[config.mk]
export PLATFORM = sky130hd
export DESIGN_NAME = pfu
export DESIGN_NICKNAME = d
export VERILOG_FILES = /design/src/rtl/pfu.sv
export SDC_FILE = /design/constraint.sdc
export NUM_CORES = 1
export LEC_CHECK = 0
export BUFFER_PORTS_ARGS = -buffer_cell sky130_fd_sc_hd__buf_2
export CAP_MARGIN = 20
export CORE_MARGIN = 2
export CORE_UTILIZATION = 35
export CTS_CLUSTER_SIZE = 20
export DETAILED_ROUTE_END_ITERATION = 7
export GPL_TIMING_DRIVEN = 0
export PLACE_DENSITY_LB_ADDON = 0.05
export SYNTH_ARGS = -nofsm -noshare
export SYNTH_HDL_FRONTEND = slang
export SYNTH_SLANG_ARGS = --single-unit
[constraint.sdc]
create_clock -name clk_i -period 8 [get_ports clk_i]
set_input_delay 0.4 -clock clk_i [delete_from_list [all_inputs] [get_ports clk_i]]
set_output_delay 0.4 -clock clk_i [all_outputs]
set_load 0.03 [all_outputs]
[src/rtl/pfu.sv]
// pfu: prefetch unit; fetches sequential words into an in-order buffer for decode.
// Define PFU_BYPASS_EN to forward a response straight to decode when the buffer is empty.
module pfu #(
   parameter int unsigned P_FIFO_DEPTH   = 4,
   parameter logic [31:0] P_RESET_VECTOR = 32'h0000_0000
) (
   input  logic        clk_i,
   input  logic        reset_i,
   input  logic        clk_en_i,
   input  logic        jump_i,
   input  logic [31:0] jump_addr_i,
   output logic        ibus_req_o,
   output logic [31:0] ibus_addr_o,
   input  logic        ibus_ack_i,
   input  logic        ibus_rvalid_i,
   input  logic [31:0] ibus_rdata_i,
   input  logic        ibus_rerr_i,
   output logic        pfu_dav_o,
   input  logic        pfu_pull_i,
   output logic        pfu_sofr_o,
   output logic [31:0] pfu_ins_o,
   output logic        pfu_ferr_o,
   output logic [31:0] pfu_pc_o
);

   localparam int AW = $clog2(P_FIFO_DEPTH);
   localparam int CW = AW + 1;
   localparam logic [CW:0] DEPTH = (CW+1)'(P_FIFO_DEPTH);

   typedef struct packed {
      logic        sofr;
      logic        ferr;
      logic [31:0] pc;
      logic [31:0] ins;
   } entry_t;

   entry_t        mem [P_FIFO_DEPTH];
   logic [AW-1:0] wp;
   logic [AW-1:0] rp;
   logic [CW-1:0] count;
   logic [CW-1:0] outstanding;
   logic [CW-1:0] drop;
   logic [CW-1:0] out_nxt;
   logic [31:0]   fa;
   logic [31:0]   rpc;
   logic [31:0]   jaddr;
   logic          sofr_f;

   logic          jump;
   logic          acc;
   logic          rv;
   logic          keep;
   logic          wr;
   logic          rd;
   logic          pull;
   logic          empty;
   logic          dav;
   logic [CW:0]   inflight;
   entry_t        rsp;
   entry_t        head;
   logic          unused_ok;

   assign unused_ok = &{1'b0, jump_addr_i[1:0]};
   assign jaddr     = {jump_addr_i[31:2], 2'b00};

   assign jump     = clk_en_i & jump_i;
   assign inflight = {1'b0, count} + {1'b0, outstanding};

   // Throttle counts in-flight stale words too, so the buffer cannot overflow.
   assign ibus_req_o  = ~reset_i & clk_en_i & ~jump_i & (inflight < DEPTH);
   assign ibus_addr_o = reset_i ? P_RESET_VECTOR : fa;

   assign acc     = ibus_req_o & ibus_ack_i;
   assign rv      = clk_en_i & ibus_rvalid_i;
   assign keep    = rv & (drop == '0) & ~jump;
   assign empty   = (count == '0);
   assign out_nxt = outstanding + CW'(acc) - CW'(rv);

   assign rsp = '{
      sofr: sofr_f,
      ferr: ibus_rerr_i,
      pc:   rpc,
      ins:  ibus_rdata_i
   };

`ifdef PFU_BYPASS_EN
   assign dav  = ~reset_i & (~empty | keep);
   assign head = empty ? rsp : mem[rp];
`else
   assign dav  = ~reset_i & ~empty;
   assign head = mem[rp];
`endif

   assign pull = clk_en_i & pfu_pull_i & dav & ~jump;
   assign rd   = pull & ~empty;
   // A word consumed straight off the bus never enters the buffer.
   assign wr   = keep & ~(pull & empty);

   assign pfu_dav_o  = dav;
   assign pfu_sofr_o = dav ? head.sofr : 1'b0;
   assign pfu_ferr_o = dav ? head.ferr : 1'b0;
   assign pfu_pc_o   = dav ? head.pc   : 32'h0;
   assign pfu_ins_o  = dav ? head.ins  : 32'h0;

   always_ff @(posedge clk_i) begin
      if (reset_i) begin
         fa          <= P_RESET_VECTOR;
         rpc         <= P_RESET_VECTOR;
         sofr_f      <= 1'b1;
         count       <= '0;
         outstanding <= '0;
         drop        <= '0;
         wp          <= '0;
         rp          <= '0;
      end else if (clk_en_i) begin
         outstanding <= out_nxt;
         if (jump) begin
            fa     <= jaddr;
            rpc    <= jaddr;
            sofr_f <= 1'b1;
            count  <= '0;
            wp     <= '0;
            rp     <= '0;
            drop   <= out_nxt;
         end else begin
            if (acc)
               fa <= fa + 32'd4;
            if (rv && drop != '0)
               drop <= drop - CW'(1);
            if (keep) begin
               rpc    <= rpc + 32'd4;
               sofr_f <= 1'b0;
            end
            if (wr)
               wp <= wp + AW'(1);
            if (rd)
               rp <= rp + AW'(1);
            count <= count + CW'(wr) - CW'(rd);
         end
      end
   end

   always_ff @(posedge clk_i) begin
      if (!reset_i && wr)
         mem[wp] <= rsp;
   end

endmodule

==> impl_metrics.yaml <==
setup_path:
  r2r_start: "count[2]"
  reg2regPathDepth: 14
  cp_data_arrival_time_ps: 3030
  worstSetupStartpointType: "flop"
  critical_path.endpoint_type: "output pin"
  crit_start: "count[1]"
  critPathKind: "reg2out"
  worst_r2r_endpoint: "drop[2]"
  cp_max_fo: 10
  required_time_worst_endpoint_ps: 7600
  regToRegSetupSlack_ps: 4630
  critical_path.endpoint: "pfu_pc_o[13]"
synth:
  synth_ff_type: "sky130_fd_sc_hd__edfxtp_1"
  synth.most_common_cell: "sky130_fd_sc_hd__edfxtp_1"
  post-synth-top-area-fraction: 0.544
  synth.largest_area_cell: "sky130_fd_sc_hd__edfxtp_1"
  share_of_flip_flops_with_an_asynchronous_set_or_reset: 0
  synth_cell_types: 64
  synthesis.instances: 983
  ys_top_cells_by_area: "sky130_fd_sc_hd__edfxtp_1 (54%), sky130_fd_sc_hd__dfxtp_1 (11%), sky130_fd_sc_hd__mux4_2 (10%), sky130_fd_sc_hd__and2_1 (3.3%), sky130_fd_sc_hd__xnor2_1 (1.7%)"
  syn_area_mm2: 0.0141
  synth_enable_flop_cells: 256
  synth.ff_latch_count: 332
  syn-mean-instance-area_um2: 14.4
  ys_seq_area_frac: 0.651
  synth.top_cells.by_count: "sky130_fd_sc_hd__edfxtp_1 (256), sky130_fd_sc_hd__dfxtp_1 (76), sky130_fd_sc_hd__and2_1 (74)"
  yosysWarningCount: 0
global_routing:
  top_usage_layer: "met2"
  grt_util_met1: 0.252
  first_global_vias: 9026
  grt_usage: 0.180
  grt_pass1_wl_mm: 56.2
  maximum_number_of_pins_on_one_net_before_global_route_repair: 51
  global_route_met2_usage: 0.285
  grt_overflow_total: 0
  met3_capacity_usage_during_global_routing: 0.0332
  antenna_found_initial: 0
sta:
  clock_skew_ps: 13.7
  final.min_clock_period_ps: 3430
  finalHoldViolCount: 0
  final-max-slew-violation-count: 0
  final_min_period_over_clock_period: 0.429
  timing.slew.headroom: 0.441
  finalSetupTns_ps: 0
  grt_setup_unrepaired: "no"
  setup_viol: 0
  tightestPinTransition_ps: 832
  max_clock_freq_mhz: 291
drt:
  drtAntennaViolNets: 0
  routed_via_density: 5.15
  remaining_drc_errors: 0
  detail_route.iter0.violations: 497
  drt_wl_cell_um: 21.5
  route.final.wire_length_mm: 37.6
  drt-pass1-iter-count: 5
  num_vias: 8997
die:
  die_w_um: 205
  die_area_mm2: 0.0420
  starting_utilization_of_the_core_area: 0.355
  placeableCoreArea_mm2: 0.0398
  fp-row-count: 73
  ioPinCount: 172
  die_h_um: 205
placed_design:
  dpl.hpwl_mm: 25.6
  io_buffers: 165
  placed_area_mm2: 0.0158
  place.gp.congestion: 0.870
finish:
  multi_input_logic_area_mm2: 0.00462
  finalInstanceArea_mm2: 0.0170
  final_core_utilization: 0.426
  num-nets-final: 1283
  drive_above_1_share: 0.253
  filler_cell_count: 3751
  antenna-diode-count: 0
  regArea_mm2: 0.00921
  areaGrowthSynthToFinish_pct: 20.0
clocking:
  clk_transition_reported_paths_ps: 60
  htreeDepth: 2
  cts.repair_timing.setup_buffer_count: 0
  clk_root_buffer_cell: "sky130_fd_sc_hd__clkbuf_16"
  clk_path_buf_depth: 3
  cts.hold.buffers_added: 0
  clk_latency_ps: 530
  cts-resized-gates: 0
  cts_made_buffers: 38
  tritoncts_num_sinks: 332
  tritoncts: "yes"
pwr:
  leak_nw: 5.86
  ir_worst_vdd_mv: 0.105
  p_per_area_mw_per_mm2: 226
  total_power_mw: 3.83
flow_run:
  maxCapViolations: 0
worst_hold_path:
  hold_class: "in2reg"
outcome:
  run_status: "complete, no violations"
==> worst min-delay path by stage <==
stage	start	to	slack [ps]	cells past startpoint
global route	ibus_rdata_i[18]	mem[1][18]	70	1
finish	ibus_rdata_i[3]	mem[0][3]	90	1
floorplan	sofr_f	sofr_f	450	2
detailed placement	count[2]	count[2]	490	2
global placement	count[2]	count[2]	490	2
CTS	ibus_rdata_i[3]	mem[0][3]	60	1
==> per-stage QoR <==
step,setup slack [ps],instances,hold slack (ps)
2_1_floorplan,5010,986,450
3_3_place_gp,3090,1676,486
3_5_place_dp,4630,1680,488
4_1_cts,4490,1748,64.2
5_1_grt,4300,1748,69.2
6_report,4570,1748,90.3
==> kinds of logic after synthesis <==
group	synth area share
xor+xnor	0.0223
simple gates	0.125
flops	0.651
compound gates	0.0555
mux	0.107
other cells	0.000265
buf+inv	0.0235
fa+ha+maj	0.0152
==> cells in the final DEF (no fill, tap or decap), types with 39 or more instances in the layout <==
| cell type | n |
|---|---|
| sky130_fd_sc_hd__nor2_1 | 50 |
| sky130_fd_sc_hd__clkbuf_1 | 47 |
| sky130_fd_sc_hd__nand2_1 | 45 |
| sky130_fd_sc_hd__a21oi_1 | 46 |
| sky130_fd_sc_hd__buf_2 | 173 |
| sky130_fd_sc_hd__and2_1 | 70 |
| sky130_fd_sc_hd__clkbuf_16 | 39 |
| sky130_fd_sc_hd__edfxtp_1 | 256 |
| sky130_fd_sc_hd__mux4_2 | 64 |
| sky130_fd_sc_hd__dfxtp_1 | 76 |
==> state kept, by name, summed over array words and instances (netlist names), named ones only <==
name and flops:
rpc 30, mem 256, drop 3, count 3, sofr_f 1, wp 2
rp 2, outstanding 3, fa 30
==> power breakdown <==
part / internal, mW / switching, mW / leakage, nW / total [mW]
clock network: 1.02 / 0.687 / 0.582 / 1.71
logic: 0.0699 / 0.120 / 2.35 / 0.190
registers: 1.89 / 0.0406 / 2.92 / 1.93
==> cell type report <==
type	count	area share
clock inverters	19	0.0114
plain buffers	57	0.0141
flip-flops and latches	332	0.543
repair buffers	169	0.0552
multi-input cells	572	0.272
clock buffers	49	0.0598
well taps	525	0.0387
inverters	25	0.00553
==> worst max-delay path: stages, from the launching register on <==
cell	delay (ps)
sky130_fd_sc_hd__dfxtp_1	440
sky130_fd_sc_hd__nor3_1	70
sky130_fd_sc_hd__nor2_1	500
sky130_fd_sc_hd__clkbuf_1	580
sky130_fd_sc_hd__clkbuf_1	470
sky130_fd_sc_hd__and2_1	200
sky130_fd_sc_hd__buf_2	240
==> per-layer routing <==
layer	vias up	wire (um)
li1	4192	-
met1	4487	17400
met2	257	17300
met3	61	1990
met4	0	929
met5	-	0
(Power assumes the default switching activity.)
